### src/rtl/hazard_pkg.sv
// Shared types and constants for the RV32I hazard controller.
package hazard_pkg;

  typedef enum logic [1:0] {
    RUN    = 2'd0,
    I_MISS = 2'd1,
    D_MISS = 2'd2
  } hz_state_t;

  localparam logic [1:0] FWD_RF = 2'b00;
  localparam logic [1:0] FWD_M  = 2'b10;
  localparam logic [1:0] FWD_W  = 2'b01;

  // Wide enough to hold LOAD_LAT-1 for LOAD_LAT up to 3.
  localparam int LU_W = 2;

endpackage

### src/rtl/hazard_fwd_sel.sv
// Forwarding select for one EX operand; MEM result beats WB result.
module hazard_fwd_sel
  import hazard_pkg::*;
#(
  parameter int REG_AW   = 5,
  parameter int LOAD_LAT = 1
) (
  input  logic [REG_AW-1:0] rs_e,
  input  logic [REG_AW-1:0] rd_m,
  input  logic [REG_AW-1:0] rd_w,
  input  logic              rs_used,
  input  logic [2:0]        reg_write_m,
  input  logic [2:0]        reg_write_w,
  input  logic              mem_to_reg_m,
  output logic [1:0]        fwd_sel
);

  logic hit_m;
  logic hit_w;

  always_comb begin
    // With a pipelined D-memory the load data is not ready in MEM yet.
    hit_m = (rd_m != '0) && (|reg_write_m) && rs_used && (rd_m == rs_e) &&
            !(mem_to_reg_m && (LOAD_LAT > 1));
    hit_w = (rd_w != '0) && (|reg_write_w) && rs_used && (rd_w == rs_e);
    fwd_sel = FWD_RF;
    if (hit_m) begin
      fwd_sel = FWD_M;
    end else if (hit_w) begin
      fwd_sel = FWD_W;
    end
  end

endmodule

### src/rtl/hazard_ctrl_mc.sv
// Hazard controller: cache-miss FSM, load-use interlock, control flushes, forwarding.
// Optional performance counters are built when HAZARD_PERF_CNT_EN is defined.
module hazard_ctrl_mc
  import hazard_pkg::*;
#(
  parameter int REG_AW   = 5,
  parameter int LOAD_LAT = 1,
  parameter int PERF_W   = 32
) (
  input  logic              CPU_CLK,
  input  logic              CPU_RST,
  input  logic              ICacheMiss,
  input  logic              DCacheMiss,
  input  logic              BranchE,
  input  logic              JalrE,
  input  logic              JalD,
  input  logic [REG_AW-1:0] Rs1D,
  input  logic [REG_AW-1:0] Rs2D,
  input  logic [REG_AW-1:0] Rs1E,
  input  logic [REG_AW-1:0] Rs2E,
  input  logic [REG_AW-1:0] RdE,
  input  logic [REG_AW-1:0] RdM,
  input  logic [REG_AW-1:0] RdW,
  input  logic [1:0]        RegReadE,
  input  logic              MemToRegE,
  input  logic              MemToRegM,
  input  logic [2:0]        RegWriteM,
  input  logic [2:0]        RegWriteW,
  output logic              StallF,
  output logic              StallD,
  output logic              StallE,
  output logic              StallM,
  output logic              StallW,
  output logic              FlushF,
  output logic              FlushD,
  output logic              FlushE,
  output logic              FlushM,
  output logic              FlushW,
  output logic [1:0]        Forward1E,
  output logic [1:0]        Forward2E,
  output logic [PERF_W-1:0] PerfStallCyc,
  output logic [PERF_W-1:0] PerfFlushCnt
);

  hz_state_t       state_q, state_d;
  logic [LU_W-1:0] lu_cnt_q, lu_cnt_d;
  logic            dmiss, imiss, luse, ctrl_flush, lu_stall;
  logic            st_f, st_d, st_e, st_m, st_w;
  logic            fl_f, fl_d, fl_e, fl_m, fl_w;
  logic [1:0]      fwd1_sel, fwd2_sel;

  hazard_fwd_sel #(.REG_AW(REG_AW), .LOAD_LAT(LOAD_LAT)) u_fwd1 (
    .rs_e(Rs1E), .rd_m(RdM), .rd_w(RdW), .rs_used(RegReadE[1]),
    .reg_write_m(RegWriteM), .reg_write_w(RegWriteW),
    .mem_to_reg_m(MemToRegM), .fwd_sel(fwd1_sel)
  );

  hazard_fwd_sel #(.REG_AW(REG_AW), .LOAD_LAT(LOAD_LAT)) u_fwd2 (
    .rs_e(Rs2E), .rd_m(RdM), .rd_w(RdW), .rs_used(RegReadE[0]),
    .reg_write_m(RegWriteM), .reg_write_w(RegWriteW),
    .mem_to_reg_m(MemToRegM), .fwd_sel(fwd2_sel)
  );

  // Outputs follow the next state so a miss stalls in the cycle it is raised.
  always_comb begin
    state_d = state_q;
    case (state_q)
      RUN: begin
        if (DCacheMiss)      state_d = D_MISS;
        else if (ICacheMiss) state_d = I_MISS;
      end
      I_MISS: begin
        if (DCacheMiss)      state_d = D_MISS;
        else if (!ICacheMiss) state_d = RUN;
      end
      D_MISS: begin
        if (!DCacheMiss)     state_d = ICacheMiss ? I_MISS : RUN;
      end
      default: state_d = RUN;
    endcase
    dmiss = (state_d == D_MISS);
    imiss = (state_d == I_MISS);
  end

  always_comb begin
    luse       = MemToRegE && (RdE != '0) && ((RdE == Rs1D) || (RdE == Rs2D)) && !dmiss;
    ctrl_flush = (BranchE || JalrE || JalD) && !dmiss;
    lu_stall   = (luse || (lu_cnt_q != '0)) && !ctrl_flush && !dmiss;

    // The counter freezes during a D-miss since the whole front end is held.
    lu_cnt_d = lu_cnt_q;
    if (ctrl_flush) begin
      lu_cnt_d = '0;
    end else if (!dmiss) begin
      if (lu_cnt_q != '0)  lu_cnt_d = lu_cnt_q - LU_W'(1);
      else if (luse)       lu_cnt_d = LU_W'(LOAD_LAT - 1);
    end

    st_f = dmiss || imiss || lu_stall;
    st_d = dmiss || lu_stall;
    st_e = dmiss;
    st_m = dmiss;
    st_w = 1'b0;
    fl_f = 1'b0;
    fl_d = imiss || ctrl_flush;
    fl_e = ((BranchE || JalrE) && !dmiss) || lu_stall;
    fl_m = 1'b0;
    fl_w = dmiss;
  end

  always_comb begin
    if (CPU_RST) begin
      {StallF, StallD, StallE, StallM, StallW} = '0;
      {FlushF, FlushD, FlushE, FlushM, FlushW} = '1;
      Forward1E = FWD_RF;
      Forward2E = FWD_RF;
    end else begin
      {StallF, StallD, StallE, StallM, StallW} = {st_f, st_d, st_e, st_m, st_w};
      // A held stage must keep its contents, so its flush is dropped.
      FlushF = fl_f && !st_f;
      FlushD = fl_d && !st_d;
      FlushE = fl_e && !st_e;
      FlushM = fl_m && !st_m;
      FlushW = fl_w && !st_w;
      Forward1E = fwd1_sel;
      Forward2E = fwd2_sel;
    end
  end

  always_ff @(posedge CPU_CLK) begin
    if (CPU_RST) begin
      state_q  <= RUN;
      lu_cnt_q <= '0;
    end else begin
      state_q  <= state_d;
      lu_cnt_q <= lu_cnt_d;
    end
  end

`ifdef HAZARD_PERF_CNT_EN
  logic [PERF_W-1:0] perf_stall_q, perf_stall_d;
  logic [PERF_W-1:0] perf_flush_q, perf_flush_d;

  function automatic logic [PERF_W-1:0] sat_inc(input logic [PERF_W-1:0] v);
    return (&v) ? v : v + PERF_W'(1);
  endfunction

  always_comb begin
    perf_stall_d = StallF ? sat_inc(perf_stall_q) : perf_stall_q;
    perf_flush_d = ctrl_flush ? sat_inc(perf_flush_q) : perf_flush_q;
  end

  always_ff @(posedge CPU_CLK) begin
    if (CPU_RST) begin
      perf_stall_q <= '0;
      perf_flush_q <= '0;
    end else begin
      perf_stall_q <= perf_stall_d;
      perf_flush_q <= perf_flush_d;
    end
  end

  assign PerfStallCyc = perf_stall_q;
  assign PerfFlushCnt = perf_flush_q;
`else
  assign PerfStallCyc = '0;
  assign PerfFlushCnt = '0;
`endif

endmodule

### config.mk
export PLATFORM = sky130hd
export DESIGN_NAME = hazard_ctrl_mc
export DESIGN_NICKNAME = d
export VERILOG_FILES = /design/src/rtl/hazard_pkg.sv /design/src/rtl/hazard_fwd_sel.sv /design/src/rtl/hazard_ctrl_mc.sv
export SDC_FILE = /design/constraint.sdc
export NUM_CORES = 1
export LEC_CHECK = 0
export BUFFER_PORTS_ARGS = -buffer_cell sky130_fd_sc_hd__buf_4
export CELL_PAD_IN_SITES_DETAIL_PLACEMENT = 1
export CELL_PAD_IN_SITES_GLOBAL_PLACEMENT = 2
export CORE_MARGIN = 3
export CORE_UTILIZATION = 17
export CTS_CLUSTER_SIZE = 40
export DETAILED_ROUTE_END_ITERATION = 8
export PLACE_DENSITY = 0.92
export SYNTH_ARGS = -nofsm -noshare
export SYNTH_HDL_FRONTEND = slang
export SYNTH_SLANG_ARGS = --single-unit
### constraint.sdc
create_clock -name CPU_CLK -period 4.41 [get_ports CPU_CLK]
set_input_delay 1.323 -clock CPU_CLK [delete_from_list [all_inputs] [get_ports CPU_CLK]]
set_output_delay 1.323 -clock CPU_CLK [all_outputs]
set_load 0.02 [all_outputs]
== Word-level counts from Yosys, hierarchy flattened ==
Cells that the tools add are included.
Widths: inputs -> output; s select.

* Flip-flop bits (word level): 4
* Output and inout port bits: 78
* Word-level logic and storage cells: 77

* $add $sub $neg: 1
* Equality and inequality tests: 10
* Mux-type cells: 22
* Bitwise logic cells: 1
* Reductions and logical operators: 41

{| class="wikitable"
|+ Operators by type and width
! cell !! count
|-
| $eq 5x5->1 || 6
|-
| $mux 2 || 11
|-
| $logic_and 1x1->1 || 19
|-
| $reduce_bool 5->1 || 3
|-
| $mux 1 || 10
|-
| $logic_or 1x1->1 || 9
|-
| $pmux 2 s3 || 1
|-
| $reduce_or 3->1 || 2
|-
| $eq 2x1->1 const B || 2
|-
| $eq 2x2->1 const B || 2
|-
| $reduce_bool 2->1 || 2
|-
| $logic_not 1->1 || 3
|-
| $logic_not 2->1 || 1
|-
| $reduce_and 2->1 || 1
|-
| $reduce_or 2->1 || 1
|-
| $sub 2x1->2 const B || 1
|-
| $not 1->1 || 1
|}

== Depth between registers and ports, before layout ==
* Depth after elaboration: 13
* Gate-level depth with buffers: 8
* Mapped depth without buffers: 8

== Hierarchy ==
Synthesis repeated with hierarchy kept, for this count alone.

* Cells, all modules: 171
* Area total of the unflattened synthesis: 1263.7 um^2

{| class="wikitable"
|+ By module, submodules not included
! module !! times used !! cells each !! area each (um^2)
|-
| hazard_ctrl_mc || 1 || 127 || 945.9
|-
| hazard_fwd_sel || 2 || 22 || 158.9
|}

== Least setup slack after synthesis ==
No wires, ideal clock.

* Path type: input port to output port
* From: in DCacheMiss
* To: out StallF
* Data arrival time: 2.775 ns
* Slack: 0.312 ns
* Stages on the path: 5
* Cell sequence: nand3b_1 > ha_1 > or3_1 > or3_1 > a31oi_1

* Cells in the longest elaborated chain, start to end: 10
* Elaborated cells on any way between the ends: 16
* Classes of those cells: eq/ne (2); mux (5); reduce/logical (9)

{| class="wikitable"
|+ RTL lines
! item !! line !! source
|-
| start, declared || hazard_ctrl_mc.sv:13 || <nowiki>input logic DCacheMiss,</nowiki>
|-
| $mux 2 (on tied branches) || hazard_ctrl_mc.sv:77, hazard_ctrl_mc.sv:69, hazard_ctrl_mc.sv:73 ||
|-
| $pmux 2 s3 * || hazard_ctrl_mc.sv:67 || <nowiki>case (state_q)</nowiki>
|-
| $eq 2x2->1 || hazard_ctrl_mc.sv:81 || <nowiki>dmiss = (state_d == D_MISS);</nowiki>
|-
| $logic_not 1->1 || -- ||
|-
| $logic_and 1x1->1 (on tied branches) || hazard_ctrl_mc.sv:86, hazard_ctrl_mc.sv:87 ||
|-
| $logic_or 1x1->1 / $logic_not 1->1 (equally long branches) || hazard_ctrl_mc.sv:88 || <nowiki>lu_stall = (luse || (lu_cnt_q != '0)) && !ctrl_flush && !dmiss;</nowiki>
|-
| $logic_and 1x1->1 (2 in series) || hazard_ctrl_mc.sv:88 ||
|-
| $logic_or 1x1->1 * || hazard_ctrl_mc.sv:99 || <nowiki>st_f = dmiss || imiss || lu_stall;</nowiki>
|-
| $mux 1 * || hazard_ctrl_mc.sv:112 || <nowiki>if (CPU_RST) begin</nowiki>
|-
| end, declared || hazard_ctrl_mc.sv:29 || <nowiki>output logic StallF,</nowiki>
|}

Every way passes the cells marked *; elsewhere a longest branch is shown, timed or not.

== Worst setup path after layout ==
Ends and elaborated chain as after synthesis.

==> reports/results.env <==
CRITICAL_PATH_CLASS='primary input to output pin'
SYN_AREA_PER_CELL_UM2=7.46
GR-USAGE-ALL-LAYERS_PCT=7.54
SYNTH_AREA_UM2=1220
INSERTION_DELAY_OF_THE_LATER_CLOCKED_PIN_IN_THE_WORST_SKEW_PAIR_NS=0.21
ROUTE.ANTENNA.REMAINING_NETS=0
CP_NUM_BUF_INV=2
CTSLONGESTPATHBUFFERS=2
REPORT.FINAL.SLEW_VIOL_COUNT=0
POST_SYNTH_NUM_CELL_TYPES=30
FINALCRITICALPERIOD_NS=4.18
CTS_TREE='built'
SETUP_WS_NS=0.226
SETUP.WORST_PATH.END_CLASS='output pin'
POWER.STATIC_LEAKAGE_nW=0.771
POWER_DENSITY_nW_PER_UM2=171
CTS.SINKS=4
DR_TOTAL_VIAS=1103
SETUP_VIOLATIONS=0
ANTENNA_CELLS_INSERTED=0
TIMING.CRITICAL_PATH.ARRIVAL_NS=2.86
YOSYS_WARN_COUNT=0
HTREE_NUM_LEVELS=1
CRIT_PATH_MAX_INCR_DELAY_NS=0.33
DIE-AREA_UM2=8250
PORT_BUFFERS=63
CRITICAL_PATH.SLOWEST_CELL='sky130_fd_sc_hd__or3_1'
STARTPOINT_TYPE='primary input'
CRITICAL_PATH.CELL_CHAIN='buf_4, nand3b_1, ha_1, or3_1, or3_1, a31oi_1, buf_4'
ROUTE.FINAL.WIRE_LENGTH_MM=3.42
CORE_UM2=6870
CRITPATHTOPFAMILY='simple AND/OR/NAND/NOR gates'
HP-CLASS='flip-flop to flip-flop'
MAX_FREQ_MHz=239
SETUP_TNS_NS=0
DETAIL_ROUTE.FIRST_PASS.ITERATIONS=4
REG2REG_DEPTH=8
VIA_COUNT_OF_THE_FIRST_GLOBAL_ROUTING_PASS=1118
GRT_START_MAX_NET_PINS=13
TIMING.RR.START='state_q[0]'
FP.DIEH_UM=90.8
FLOORPLAN.INITIALDENSITY_PCT=17.8
SYNTHCELLS=164
REMAINING_DRC_ERRORS=0
NUM_IO_PINS=130
AVGVIACOUNTPERCELL=3.43
DIE_W_UM=90.8
LAYOUT.NETS=282
AVGROUTEDWIREPERCELL_UM=10.6
OUTCOME='finished, final reports clean'
GP_CONGESTION=0.808
AREAGROWTHSYNTHTOFINISH_PCT=30.1
CLK_ROOT_BUFFER_CELL='sky130_fd_sc_hd__clkbuf_8'
WORST-R2R-SETUP-SLACK_NS=3.01
HOLD_VIOLATIONS=0
WORST_SETUP_PATH_STARTPOINT='DCacheMiss'
LAYOUT.FILLER_CELLS=874
POSTCTSSETUPBUFFERS=0
DP_SLACK_NS=0.244
TIMING.HOLD.WORST.START='lu_cnt_q[1]'
DPL.HPWL_MM=3.19
GRT_PASS1_WL_MM=5.22
GRT_SETUP_UNREPAIRED='no'
CRITPATHREQUIREDTIME_NS=3.09
WORST_IR_DROP_VDD_mV=0.0612
CRITICAL_PATH.MAX_FANOUT=3
CTS.CLK_SLEW.WORST_PATHS_NS=0.03
SYNTH_SEQ_AREA_SHARE_PCT=6.54
GRT_OVERFLOW_TOTAL=0
GRT_ANTENNA_BEFORE_REPAIR=0
SYNTH.FF_LATCH_COUNT=4
DRV.MAX_CAP_VIOLATION_COUNT=0
HOLD_BUFS_INSERTED_AFTER_CTS=0
DETAIL_ROUTE.ITER0.VIOLATIONS=16
HOLDPATHSTAGES=1
POST_ROUTE_SKEW_NS=0.000585
CTS_BUFFERS=3
R2R-END='lu_cnt_q[0]'
POST_CTS_RESIZED=0
LAYOUT_WORST_PATH_CYCLE_SHARE_PCT=94.9
PLACEMENTROWS=30
HOLDPATHEND='lu_cnt_q[1]'
DRIVE_GT1_SHARE_PCT=31.9
registers in the layout, indices dropped and copies added, names as in the netlist:
signal    count
lu_cnt_q      2
state_q       2
worst max-delay path by stage:
stage,to,cells past startpoint
after global routing,StallF,7
after CTS,StallF,7
final,StallF,7
after detailed placement,StallF,7
after global placement,StallF,7
after floorplan,StallF,5
metal layers:
metal | wire (um) | global-route usage [%] | part of all wire [%]
met5 | 0 | 0 | 0
met4 | 0 | 1.13 | 0
met3 | 449 | 2.67 | 13
met2 | 1730 | 14.3 | 51
met1 | 1240 | 8.10 | 36
stage by stage:
stage          util (%)  area (um2)  hold slack [ns]  instances  total power [mW]
2_1_floorplan         -        1460            0.449        228             0.180
3_3_place_gp       22.6        1550            0.466        319             0.195
3_5_place_dp       22.6        1550            0.489        319             0.198
4_1_cts            23.2        1590            0.493        322             0.275
5_1_grt            23.2        1590            0.511        322             0.291
6_report           23.2        1590            0.486        322             0.272
placed cells by master (no fill, tap or decap), types with 3 or more instances in the layout:
master / n
sky130_fd_sc_hd__a31oi_1: 3
sky130_fd_sc_hd__buf_4: 64
sky130_fd_sc_hd__clkbuf_8: 3
sky130_fd_sc_hd__conb_1: 65
sky130_fd_sc_hd__dfxtp_1: 4
sky130_fd_sc_hd__nand2_1: 10
sky130_fd_sc_hd__nand3_1: 5
sky130_fd_sc_hd__nor2_1: 7
sky130_fd_sc_hd__nor3_1: 5
sky130_fd_sc_hd__nor4_1: 5
sky130_fd_sc_hd__xnor2_1: 22
sky130_fd_sc_hd__xor2_1: 8
worst reg2reg max path: cells and delay by family (launching register included):
kind / cells / cell delay [ns]
buffers and inverters: 2 / 0.24
flip-flops: 1 / 0.28
adder cells (fa/ha/maj): 1 / 0.24
AO/OA/AOI/OAI: 1 / 0.06
AND/OR/NAND/NOR: 4 / 0.45
cell usage after synthesis (all sizes together):
master / number / area, um2
o32ai: 1 / 27.5
ha: 2 / 25.0
a31oi: 3 / 18.8
o22ai: 1 / 6.26
clkbuf: 1 / 3.75
nand2: 10 / 37.5
nor3b: 1 / 7.51
nor2: 7 / 26.3
buf: 68 / 510
a41o: 1 / 10.0
conb: 1 / 3.75
or2: 1 / 6.26
nand3b: 2 / 15.0
or4: 3 / 26.3
nand4: 2 / 12.5
nor4: 5 / 31.3
nor3: 6 / 35.0
nand3: 5 / 25.0
inv: 3 / 11.3
o21ai: 3 / 15.0
xor2: 8 / 70.1
a21boi: 1 / 7.51
nand2b: 1 / 6.26
or3: 2 / 12.5
xnor2: 22 / 193
dfxtp: 4 / 80.1
layout make-up:
type                            count  area [um2]  area share (%)
Sequential cell                     4        80.1            5.03
Tap cell                           96         120            7.55
Multi-Input combinational cell    152         858            53.9
Inverter                            3        11.3           0.708
Clock buffer                        3        41.3            2.59
Timing Repair Buffer               64         480            30.2
logic make-up after synthesis:
family | after synthesis | synth area share (%)
adders and majority gates | 2 | 2.04
AOI/OAI and AO/OA | 10 | 6.95
DFF | 4 | 6.54
xor gates and xnor gates | 30 | 21.5
buffers and inverters | 72 | 42.9
other | 1 | 0.306
and+or+nand+nor | 45 | 19.7
power breakdown:
part           internal (mW)  total, mW  switching, mW  leakage, nW
registers             0.0374     0.0376       0.000203       0.0326
logic                 0.0613      0.160         0.0984        0.716
clock network         0.0580     0.0743         0.0164       0.0216
(Power assumes the default switching activity.)
